File: config.mk
export PLATFORM = sky130hd
export DESIGN_NAME = mod_q_reduce54
export DESIGN_NICKNAME = d
export VERILOG_FILES = /design/src/rtl/mod_q_reduce54.sv
export SDC_FILE = /design/constraint.sdc
export NUM_CORES = 1
export LEC_CHECK = 0
export CAP_MARGIN = 30
export CORE_ASPECT_RATIO = 1.1
export CORE_MARGIN = 5
export CORE_UTILIZATION = 58
export DETAILED_ROUTE_END_ITERATION = 7
export PLACE_DENSITY = 0.85
export SYNTH_ARGS = -nofsm -noshare
export SYNTH_HDL_FRONTEND = slang
export SYNTH_SLANG_ARGS = --single-unit
File: constraint.sdc
create_clock -name clk -period 5.9 [get_ports clk]
set_clock_uncertainty 0.15 [all_clocks]
set_input_delay 0.885 -clock clk [delete_from_list [all_inputs] [get_ports clk]]
set_output_delay 0.885 -clock clk [all_outputs]
set_load 0.05 [all_outputs]
File: src/rtl/mod_q_reduce54.sv
// mod_q_reduce54
//   Three-stage elastic pipeline reducing a 54-bit lazily-accumulated
//   coefficient x to x mod q, where q = 549824583172097 = 2^49 - 13125370249215.
//   It uses x = hi*2^49 + lo, so x == lo + T[hi] (mod q). T[k] = k*2^49 mod q
//   is read from an external registered 32-entry table.
//
// Ports
//   clk, rst_n          clock, asynchronous active-low reset
//   in_valid/in_ready   input handshake
//   in_data[53:0]       unreduced value
//   in_tag[TAG_W-1:0]   sideband tag, carried with its coefficient
//   lut_addr[4:0]       table address (combinational)
//   lut_dout[48:0]      table data, registered by the table one cycle after lut_addr
//   out_valid/out_ready output handshake
//   out_data[48:0]      canonical residue in [0, q-1]
//   out_tag             tag of out_data
module mod_q_reduce54 #(
  parameter int TAG_W = 8
) (
  input  logic             clk,
  input  logic             rst_n,
  input  logic             in_valid,
  output logic             in_ready,
  input  logic [53:0]      in_data,
  input  logic [TAG_W-1:0] in_tag,
  output logic [4:0]       lut_addr,
  input  logic [48:0]      lut_dout,
  output logic             out_valid,
  input  logic             out_ready,
  output logic [48:0]      out_data,
  output logic [TAG_W-1:0] out_tag
);

  localparam logic [48:0] Q = 49'd549824583172097;

  logic             s1_v;
  logic [48:0]      s1_lo;
  logic [4:0]       s1_hi;
  logic [TAG_W-1:0] s1_tag;

  logic             s2_v;
  logic [49:0]      s2_sum;
  logic [TAG_W-1:0] s2_tag;

  logic        out_adv;
  logic        s2_free;
  logic        s1_move;
  logic        s2_move;
  logic        accept;
  logic [49:0] sum_next;
  logic        sum_ge_q;
  logic [48:0] reduced;

  // Each stage may load when it is empty or its content leaves this cycle.
  assign out_adv  = !out_valid || out_ready;
  assign s2_move  = s2_v && out_adv;
  assign s2_free  = !s2_v || out_adv;
  assign s1_move  = s1_v && s2_free;
  assign in_ready = !s1_v || s2_free;
  assign accept   = in_valid && in_ready;

  // The table has no enable: keep re-addressing the held S1 word so that
  // lut_dout still belongs to it after a stall.
  assign lut_addr = accept ? in_data[53:49] : s1_hi;

  // Sum < 2q < 2^50, so 50 bits never overflow.
  assign sum_next = {1'b0, s1_lo} + {1'b0, lut_dout};

  // When sum >= q the true difference is < q < 2^49, so a 49-bit
  // subtraction (modulo 2^49) gives the exact result.
  assign sum_ge_q = s2_sum >= {1'b0, Q};
  assign reduced  = sum_ge_q ? (s2_sum[48:0] - Q) : s2_sum[48:0];

  always_ff @(posedge clk or negedge rst_n) begin
    if (!rst_n) begin
      s1_v      <= 1'b0;
      s1_lo     <= '0;
      s1_hi     <= '0;
      s1_tag    <= '0;
      s2_v      <= 1'b0;
      s2_sum    <= '0;
      s2_tag    <= '0;
      out_valid <= 1'b0;
      out_data  <= '0;
      out_tag   <= '0;
    end else begin
      if (accept) begin
        s1_v   <= 1'b1;
        s1_lo  <= in_data[48:0];
        s1_hi  <= in_data[53:49];
        s1_tag <= in_tag;
      end else if (s1_move) begin
        s1_v <= 1'b0;
      end

      if (s1_move) begin
        s2_v   <= 1'b1;
        s2_sum <= sum_next;
        s2_tag <= s1_tag;
      end else if (s2_move) begin
        s2_v <= 1'b0;
      end

      if (s2_move) begin
        out_valid <= 1'b1;
        out_data  <= reduced;
        out_tag   <= s2_tag;
      end else if (out_ready) begin
        out_valid <= 1'b0;
      end
    end
  end

endmodule
==> results.rst, run 1 <==
.. list-table::
   :header-rows: 1

   * - Metric
     - Value
   * - Port Buf Inserts
     - 178
   * - End-of-flow core utilization
     - 73.0%
   * - Share of synthesized flip-flops with an asynchronous set or reset
     - 100%
   * - Number of enable-type register cells in the synthesized netlist
     - 0
   * - Run status
     - completed
   * - # IOs
     - 179
   * - First-pass GRT wire length
     - 42.0 mm
   * - Number of levels the H-tree was split into
     - 4
   * - Commonest cells after routing, fill and taps aside
     - 180 x sky130_fd_sc_hd__dfrtp_1, 178 x sky130_fd_sc_hd__nand2_1, 177 x sky130_fd_sc_hd__clkdlybuf4s50_1, 109 x sky130_fd_sc_hd__o21ai_0, 71 x sky130_fd_sc_hd__mux2_2
   * - Setup bufs post-CTS
     - 0
   * - Setup repair after global routing missed its margin
     - false
   * - Cell with the largest stage delay on the worst path
     - sky130_fd_sc_hd__o41ai_1
   * - CTS clock-pin slew for the worst setup and hold paths
     - ~0.07 ns
   * - Routed length on met3
     - roughly 1.5 mm
   * - Start point of the critical path
     - lut_dout[0]
   * - Starting utilization of the core area
     - 58.5%
   * - Dominant register cell in the synthesized netlist
     - sky130_fd_sc_hd__dfrtp_1
   * - Kind of end point of the critical path
     - flip-flop
   * - # placed instances
     - 1,455
   * - Number of unique standard cell types used by synthesis
     - 65
   * - Crit Reg-Reg Startpoint
     - s2_sum[2]
   * - Drt initial violations
     - 533
   * - HPWL Detailed
     - about 19 mm
   * - Worst slack at placement
     - about 1.2 ns
   * - Post-detailed-routing wire length
     - 25.2 mm
   * - Antenna violations before repair
     - 0
   * - Horizontal die dimension
     - roughly 140 um
   * - Number of antenna cells inserted
     - 0
   * - Syn_nets
     - 1,246
   * - Core outline area
     - about 0.018 mm^2
   * - Cell area after technology mapping
     - 0.0103 mm^2
   * - Share of the clock period used by the worst path
     - 74.4%
   * - Startpoint kind of the worst setup timing path
     - input port
   * - Sum of routed wire segments on met1
     - 11.2 mm
   * - Layout cells sized above 1
     - 10.2%
   * - Fraction of the yosys area taken by sequential cells
     - 43.7%
   * - Max Used Layer
     - met4
   * - Clock latency reported for the late side of the worst-skew pair
     - 0.44 ns
   * - Final weighted congestion of routability-driven global placement
     - 0.941
   * - CTS tree
     - yes
   * - Upper clock frequency limit
     - 228 MHz
   * - Worst-case setup margin in the final layout
     - ~1.5 ns
   * - Detailed-route DRC error count
     - 0
   * - Max incr delay on CP
     - 0.51 ns
   * - Yosys synthesis warning count
     - 0
   * - Maximum fanout encountered on the critical timing path
     - 3
   * - Largest net degree at the start of global routing
     - 106
   * - Static leakage power
     - around 5.5 nW
   * - Arrival time at the worst endpoint
     - 4.60 ns
   * - Setup TNS after final layout
     - 0 ns
   * - Max-cap viol count
     - 0
   * - Vias in the first global route
     - 8,562
   * - Residual antenna-violating net count after detailed routing
     - 0
   * - Length of routed met2 wiring
     - roughly 12 mm
   * - Overflow after GRT
     - 0
   * - Final design instance area without fill
     - about 0.013 mm^2
   * - Syn Inst Count
     - approximately 1,100
   * - Area growth syn-to-layout
     - 24.9%
   * - Cell Chain, Critical Path
     - clkdlybuf4s50_1 > ha_1 > inv_1 > fa_1 > nor2b_1 > o2111ai_1 > and3_1 > o31ai_1 > a31oi_1 > o41ai_1 > a221oi_1 > or4_1 > nand3_1
   * - Average instance area after synthesis
     - 9.55 um^2
   * - Maximum buffer depth of the clock tree
     - 2
   * - Transition at the pin with the smallest max-transition slack
     - 0.928 ns
   * - Min Hold Slack
     - 0.312 ns
   * - Wire length per cell
     - ~17 um
   * - Die footprint
     - approximately 0.021 mm^2
   * - Finish-stage setup viols
     - 0
   * - Final layout net count
     - 1,403
   * - Total chip power
     - 5.67 mW
   * - TritonCTS buffer count
     - 17
   * - Final number of hold-violating endpoints
     - 0
   * - Worst path required time
     - 6.12 ns
   * - Post-DP Area
     - 0.0123 mm^2
   * - Count of placed standard cells in the final layout, fillers left out
     - approximately 1,500
   * - Number of cells on the worst reg-to-reg path
     - 9
   * - Most common cell after layout, fill and taps aside
     - sky130_fd_sc_hd__dfrtp_1
   * - Path class of the lowest-slack min-delay path
     - reg2reg
   * - R2R Setup Slk
     - 2.03 ns
   * - Hold-fix buffers at CTS
     - 0
   * - Clock sink total
     - 180
   * - Slew Viols, Final
     - 0
   * - Number of rows created at floorplan
     - 51
   * - Average vias per placed instance
     - just under 6
   * - Tot GR Track Use
     - 25.4%
   * - Power per cell area
     - 441 mW/mm^2
   * - DIE HEIGHT
     - ~150 um
   * - VDD IR-drop max
     - 0.260 mV
   * - Number of vias after detailed routing
     - 8,588
   * - Crit Reg-Reg Endpoint
     - out_data[33]
   * - Tmin final
     - 4.39 ns
   * - Rel. slew slack
     - 38.1%
   * - Clk root buf
     - sky130_fd_sc_hd__clkbuf_16
   * - Critical path start-end classification
     - in2reg
   * - Synth Register Bits
     - 180
   * - DRT Pass-1 Iters
     - 7
   * - Critical path destination
     - s2_sum[46]
   * - Post-cts repair resize count
     - 0
## worst min path at each step
| stage | cells past startpoint | slack (ns) | endpoint | startpoint |
|---|---|---|---|---|
| after detailed placement | 2 | 0.29 | s2_tag[2] | s1_tag[2] |
| after global placement | 2 | 0.29 | s2_tag[5] | s1_tag[5] |
| after CTS | 2 | 0.31 | s2_tag[2] | s1_tag[2] |
| final | 2 | 0.31 | s2_tag[2] | s1_tag[2] |
| after floorplan | 2 | 0.28 | s2_tag[0] | s1_tag[0] |
| after global routing | 2 | 0.35 | s2_tag[0] | s1_tag[0] |
## flip-flops by register name, indices dropped and copies added, names as in the netlist
register,flops
out_tag,8
s1_lo,49
out_valid,1
out_data,49
s2_sum,50
s2_tag,8
s1_v,1
s2_v,1
s1_tag,8
s1_hi,5
## power breakdown
group	total [mW]	internal [mW]	switching (mW)	leakage (nW)
logic	2.51	0.968	1.55	3.00
clock network	1.17	0.649	0.519	0.298
registers	1.99	1.62	0.365	2.17
total	5.67	3.24	2.43	5.47
## Yosys cell counts (8+ instances only)
| cell type | n | share of area (%) |
|---|---|---|
| sky130_fd_sc_hd__inv_1 | 13 | 0.47 |
| sky130_fd_sc_hd__xor2_1 | 43 | 3.7 |
| sky130_fd_sc_hd__nand2_1 | 181 | 6.6 |
| sky130_fd_sc_hd__ha_1 | 51 | 6.2 |
| sky130_fd_sc_hd__dfrtp_1 | 180 | 44 |
| sky130_fd_sc_hd__o21ai_0 | 109 | 5.3 |
| sky130_fd_sc_hd__nand4_1 | 10 | 0.61 |
| sky130_fd_sc_hd__o21ai_1 | 20 | 0.97 |
| sky130_fd_sc_hd__and3_1 | 8 | 0.49 |
| sky130_fd_sc_hd__a21o_1 | 28 | 2.0 |
| sky130_fd_sc_hd__nor2_1 | 44 | 1.6 |
| sky130_fd_sc_hd__nor3_1 | 18 | 0.87 |
| sky130_fd_sc_hd__xnor2_1 | 51 | 4.3 |
| sky130_fd_sc_hd__a211oi_1 | 9 | 0.66 |
| sky130_fd_sc_hd__a31oi_1 | 10 | 0.61 |
| sky130_fd_sc_hd__a21oi_1 | 62 | 3.0 |
| sky130_fd_sc_hd__nor2b_1 | 9 | 0.55 |
| sky130_fd_sc_hd__nand2b_1 | 10 | 0.61 |
| sky130_fd_sc_hd__nand3_1 | 21 | 1.0 |
| sky130_fd_sc_hd__mux2_2 | 71 | 7.8 |
| sky130_fd_sc_hd__clkbuf_1 | 41 | 1.5 |
## area by class of cell
type / instances / area, um^2
clock inverters: 14 / 165
clock buffers: 18 / 439
inverters: 13 / 48.8
multi-input cells: 841 / 5590
well taps: 238 / 298
repair buffers: 183 / 1820
fillers: 1313 / 4750
flip-flops and latches: 180 / 4500
## routing by layer
layer  vias up  track usage [%]
met5         -                0
met4         0             8.23
met3        66             4.54
met2       314             40.8
met1      4046             34.9
li1       4162                -
## critical path, delay by kind of cell
kind | cells | cell delay [ns]
AOI/OAI and AO/OA | 5 | 1.64
adders and majority gates | 2 | 0.60
buffers and inverters | 2 | 0.54
and+or+nand+nor | 4 | 0.93
## cells by family after synthesis
logic type,count (synthesis),synth area share [%]
AO/OA/AOI/OAI,278,15.9
XOR/XNOR,94,7.99
adder cells (fa/ha/maj),52,6.39
buffers and inverters,58,2.17
flip-flops,180,43.7
multiplexers,71,7.76
AND/OR/NAND/NOR,346,16.0
Power figures use the tool's default switching activity.
==> run 2, diff against run 1 <==
--- a/config.mk
+++ b/config.mk
@@ -8,9 +8,9 @@
 export CAP_MARGIN = 30
 export CORE_ASPECT_RATIO = 1.1
 export CORE_MARGIN = 5
-export CORE_UTILIZATION = 58
+export CORE_UTILIZATION = 54
 export DETAILED_ROUTE_END_ITERATION = 7
-export PLACE_DENSITY = 0.85
+export PLACE_DENSITY = 0.79
 export SYNTH_ARGS = -nofsm -noshare
 export SYNTH_HDL_FRONTEND = slang
 export SYNTH_SLANG_ARGS = --single-unit
==> constraint.sdc (replaced) <==
create_clock -name clk -period 4.1 [get_ports clk]
set_clock_uncertainty 0.15 [all_clocks]
set_input_delay 0.615 -clock clk [delete_from_list [all_inputs] [get_ports clk]]
set_output_delay 0.615 -clock clk [all_outputs]
set_load 0.05 [all_outputs]
==> results.rst, run 2 (same netlist as run 1, synthesis figures left out) <==
.. list-table::
   :header-rows: 1

   * - Metric
     - Value
   * - Overflow after GRT
     - 0 (unchanged)
   * - Crit Reg-Reg Startpoint
     - s1_lo[0] (was s2_sum[2])
   * - Cell with the largest stage delay on the worst path
     - sky130_fd_sc_hd__clkdlybuf4s50_1 (was sky130_fd_sc_hd__o41ai_1)
   * - Kind of end point of the critical path
     - flip-flop (unchanged)
   * - R2R Setup Slk
     - 0.55 ns (was 2.03 ns)
   * - Switch share
     - 43.1% (was 42.9%)
   * - Setup bufs post-CTS
     - 0 (unchanged)
   * - Cell Chain, Critical Path
     - clkdlybuf4s50_1 > ha_1 > inv_1 > fa_1 > nor2b_1 > o2111ai_1 > and3_1 > o31ai_1 > buf_4 > a31oi_1 > o41ai_1 > buf_4 > a221oi_1 > or4_1 > nand3_1 (was clkdlybuf4s50_1 > ha_1 > inv_1 > fa_1 > nor2b_1 > o2111ai_1 > and3_1 > o31ai_1 > a31oi_1 > o41ai_1 > a221oi_1 > or4_1 > nand3_1)
   * - Starting utilization of the core area
     - 54.3% (was 58.5%)
   * - Area growth syn-to-layout
     - 25.9% (was 24.9%)
   * - Filler Cell Count
     - 1,550 (was 1,313)
   * - Portion of total power attributed to sequential cells
     - 35.0% (about the same)
   * - Commonest cells after routing, fill and taps aside
     - 180 x sky130_fd_sc_hd__dfrtp_1, 178 x sky130_fd_sc_hd__nand2_1, 177 x sky130_fd_sc_hd__clkdlybuf4s50_1, 109 x sky130_fd_sc_hd__o21ai_0, 71 x sky130_fd_sc_hd__mux2_2 (unchanged)
   * - Register bank with the most flops
     - s2_sum (unchanged)
   * - HPWL Detailed
     - 19.3 mm (was 18.8 mm)
   * - Core outline area
     - 0.0190 mm^2 (was 0.0176 mm^2)
   * - Number of flip-flops in the largest register
     - 50 (unchanged)
   * - Final layout net count
     - 1,419 (was 1,403)
   * - Post-DP Area
     - 0.0124 mm^2 (was 0.0123 mm^2)
   * - TritonCTS buffer count
     - 17 (unchanged)
   * - Die footprint
     - 0.0219 mm^2 (was 0.0205 mm^2)
   * - Setup repair after global routing missed its margin
     - false (unchanged)
   * - Final number of hold-violating endpoints
     - 0 (unchanged)
   * - Tmin final
     - 3.85 ns
   * - Crit path buffers/inverters
     - 4 (was 2)
   * - Antenna violations before repair
     - 0 (unchanged)
   * - Path class of the lowest-slack min-delay path
     - in2async (was reg2reg)
   * - VDD IR-drop max
     - 0.382 mV (was 0.260 mV)
   * - Relative contribution of the clock network to total power
     - 19.3% (was 20.6%)
   * - Number of rows created at floorplan
     - 53 (was 51)
   * - Transition at the pin with the smallest max-transition slack
     - 0.937 ns (was 0.928 ns)
   * - Number of antenna cells inserted
     - 0 (unchanged)
   * - Top delay family on crit path
     - compound AO/OA/AOI/OAI gates (unchanged)
   * - Post-cts repair resize count
     - 0 (unchanged)
   * - Number of cells on the worst reg-to-reg path
     - 14 (was 9)
   * - Max-cap viol count
     - 0 (unchanged)
   * - Maximum fanout encountered on the critical timing path
     - 3 (unchanged)
   * - Total net switching power
     - 3.48 mW (was 2.43 mW)
   * - Final design instance area without fill
     - 0.0130 mm^2 (was 0.0129 mm^2)
   * - Static leakage power
     - 5.52 nW (was 5.47 nW)
   * - Critical path start-end classification
     - in2reg (unchanged)
   * - Finish-stage setup viols
     - 0 (unchanged)
   * - Hold-fix buffers at CTS
     - 0 (unchanged)
   * - Layout cells sized above 1
     - 11.2% (was 10.2%)
   * - Share of the clock period used by the worst path
     - 93.9%
   * - Run status
     - completed (unchanged)
   * - CTS tree
     - yes (unchanged)
   * - DIE HEIGHT
     - 155 um (was 150 um)
   * - First-pass GRT wire length
     - 41.8 mm (was 42.0 mm)
   * - Combinational Power Share
     - 45.7% (was 44.4%)
   * - Power per cell area
     - 623 mW/mm^2 (was 441 mW/mm^2)
   * - Final weighted congestion of routability-driven global placement
     - 0.904 (was 0.941)
   * - Cell mode on critical path
     - sky130_fd_sc_hd__buf_4
   * - CTS clock-pin slew for the worst setup and hold paths
     - 0.07 ns (about the same)
   * - Residual antenna-violating net count after detailed routing
     - 0 (unchanged)
   * - Port Buf Inserts
     - 178 (unchanged)
   * - Post-detailed-routing wire length
     - 25.5 mm (was 25.2 mm)
   * - Wire length per cell
     - 16.9 um (about the same)
   * - Vias in the first global route
     - 8,361 (was 8,562)
   * - Clk root buf
     - sky130_fd_sc_hd__clkbuf_16 (unchanged)
   * - Crit Reg-Reg Endpoint
     - s2_sum[46] (was out_data[33])
   * - Arrival time at the worst endpoint
     - 4.07 ns (was 4.60 ns)
   * - Upper clock frequency limit
     - 260 MHz
   * - Number of levels the H-tree was split into
     - 4 (unchanged)
   * - Sequential Area
     - 0.00450 mm^2 (unchanged)
   * - Horizontal die dimension
     - 142 um (was 137 um)
   * - Min Hold Slack
     - 0.0207 ns (was 0.312 ns)
   * - Rel. slew slack
     - 37.3% (was 38.1%)
   * - Internal Pwr Total
     - 4.60 mW (was 3.24 mW)
   * - Detailed-route DRC error count
     - 0 (unchanged)
   * - Slew Viols, Final
     - 0 (unchanged)
   * - Number of vias after detailed routing
     - 8,545 (was 8,588)
   * - Footprint of the multi-input gates
     - 0.00558 mm^2 (was 0.00559 mm^2)
   * - Max incr delay on CP
     - 0.48 ns (was 0.51 ns)
   * - Clock sink total
     - 180 (unchanged)
   * - DRT Pass-1 Iters
     - 5 (was 7)
   * - Worst path required time
     - 4.32 ns (was 6.12 ns)
   * - Leading registers by flop count
     - s2_sum (50), out_data (49), s1_lo (49) (unchanged)
   * - Average vias per placed instance
     - 5.65 (was 5.78)
   * - Drt initial violations
     - 548 (was 533)
   * - Largest net degree at the start of global routing
     - 80 (was 106)
   * - Most common cell after layout, fill and taps aside
     - sky130_fd_sc_hd__dfrtp_1 (unchanged)
   * - Tot GR Track Use
     - 23.4% (was 25.4%)
   * - Clock latency reported for the late side of the worst-skew pair
     - 0.44 ns (about the same)
   * - Startpoint kind of the worst setup timing path
     - input port (unchanged)
   * - Maximum buffer depth of the clock tree
     - 2 (unchanged)
   * - # IOs
     - 179 (unchanged)
## run 2: changes by cell type in the layout (fill, tap and decap cells not counted), moves of 2 or more
cell,delta
sky130_fd_sc_hd__buf_4,+14
sky130_fd_sc_hd__clkinv_2,-3
sky130_fd_sc_hd__clkinv_4,+3
sky130_fd_sc_hd__clkinvlp_4,+3
sky130_fd_sc_hd__buf_12,+2
sky130_fd_sc_hd__bufinv_16,-2
sky130_fd_sc_hd__clkbuf_8,+2
sky130_fd_sc_hd__inv_8,-2
## run 2: cell type report
cell class | count | share of cell area [%]
multi-input cells | 841 | 43.0
flip-flops and latches | 180 | 34.7
repair buffers | 199 | 15.2
clock buffers | 21 | 3.63
well taps | 247 | 2.38
clock inverters | 11 | 0.704
inverters | 13 | 0.376
## run 2: worst max-delay path by stage
stage / from / endpoint / cells after the start
global placement: lut_dout[0] / s2_sum[46] / 15
detailed placement: lut_dout[0] / s2_sum[46] / 15
finish: lut_dout[0] / s2_sum[46] / 15
floorplan: lut_dout[0] / s2_sum[46] / 12
global route: lut_dout[0] / s2_sum[46] / 15
CTS: lut_dout[0] / s2_sum[46] / 15
## run 2: per-layer routing
metal	up-vias	wire length, um	GRT usage (%)
li1	4177	-	-
met1	4098	11700	32.7
met2	239	12200	38.3
met3	31	1260	3.57
met4	0	390	6.40
met5	-	0	0
## run 2: metrics by stage
step           TNS [ns]  worst slack, ns  instances  util, %  total power [mW]
3_5_place_dp     -0.184           -0.113       1480     65.4              6.53
4_1_cts               0            0.291       1512     68.4              8.11
2_1_floorplan         0            0.685       1079        -              5.25
3_3_place_gp          0          0.00871       1480     65.4              6.43
6_report              0            0.250       1512     68.4              8.08
5_1_grt               0           0.0572       1512     68.4              8.53
## run 2: power groups by stage
stage | clock network [mW] | registers [mW] | logic (mW)
finish | 1.56 | 2.83 | 3.69
global route | 1.65 | 2.91 | 3.97
CTS | 1.59 | 2.82 | 3.70
detailed placement | 0 | 2.85 | 3.68
global placement | 0 | 2.82 | 3.61
floorplan | 0 | 3.61 | 1.64
==> run 3, diff against run 2 <==
--- a/config.mk
+++ b/config.mk
@@ -10,6 +10,7 @@
 export CORE_MARGIN = 5
 export CORE_UTILIZATION = 54
 export DETAILED_ROUTE_END_ITERATION = 7
+export GPL_TIMING_DRIVEN = 1
 export PLACE_DENSITY = 0.79
 export SYNTH_ARGS = -nofsm -noshare
 export SYNTH_HDL_FRONTEND = slang
==> results of run 3 <==
Final layout, timing and power as in run 2 (identical DEF).
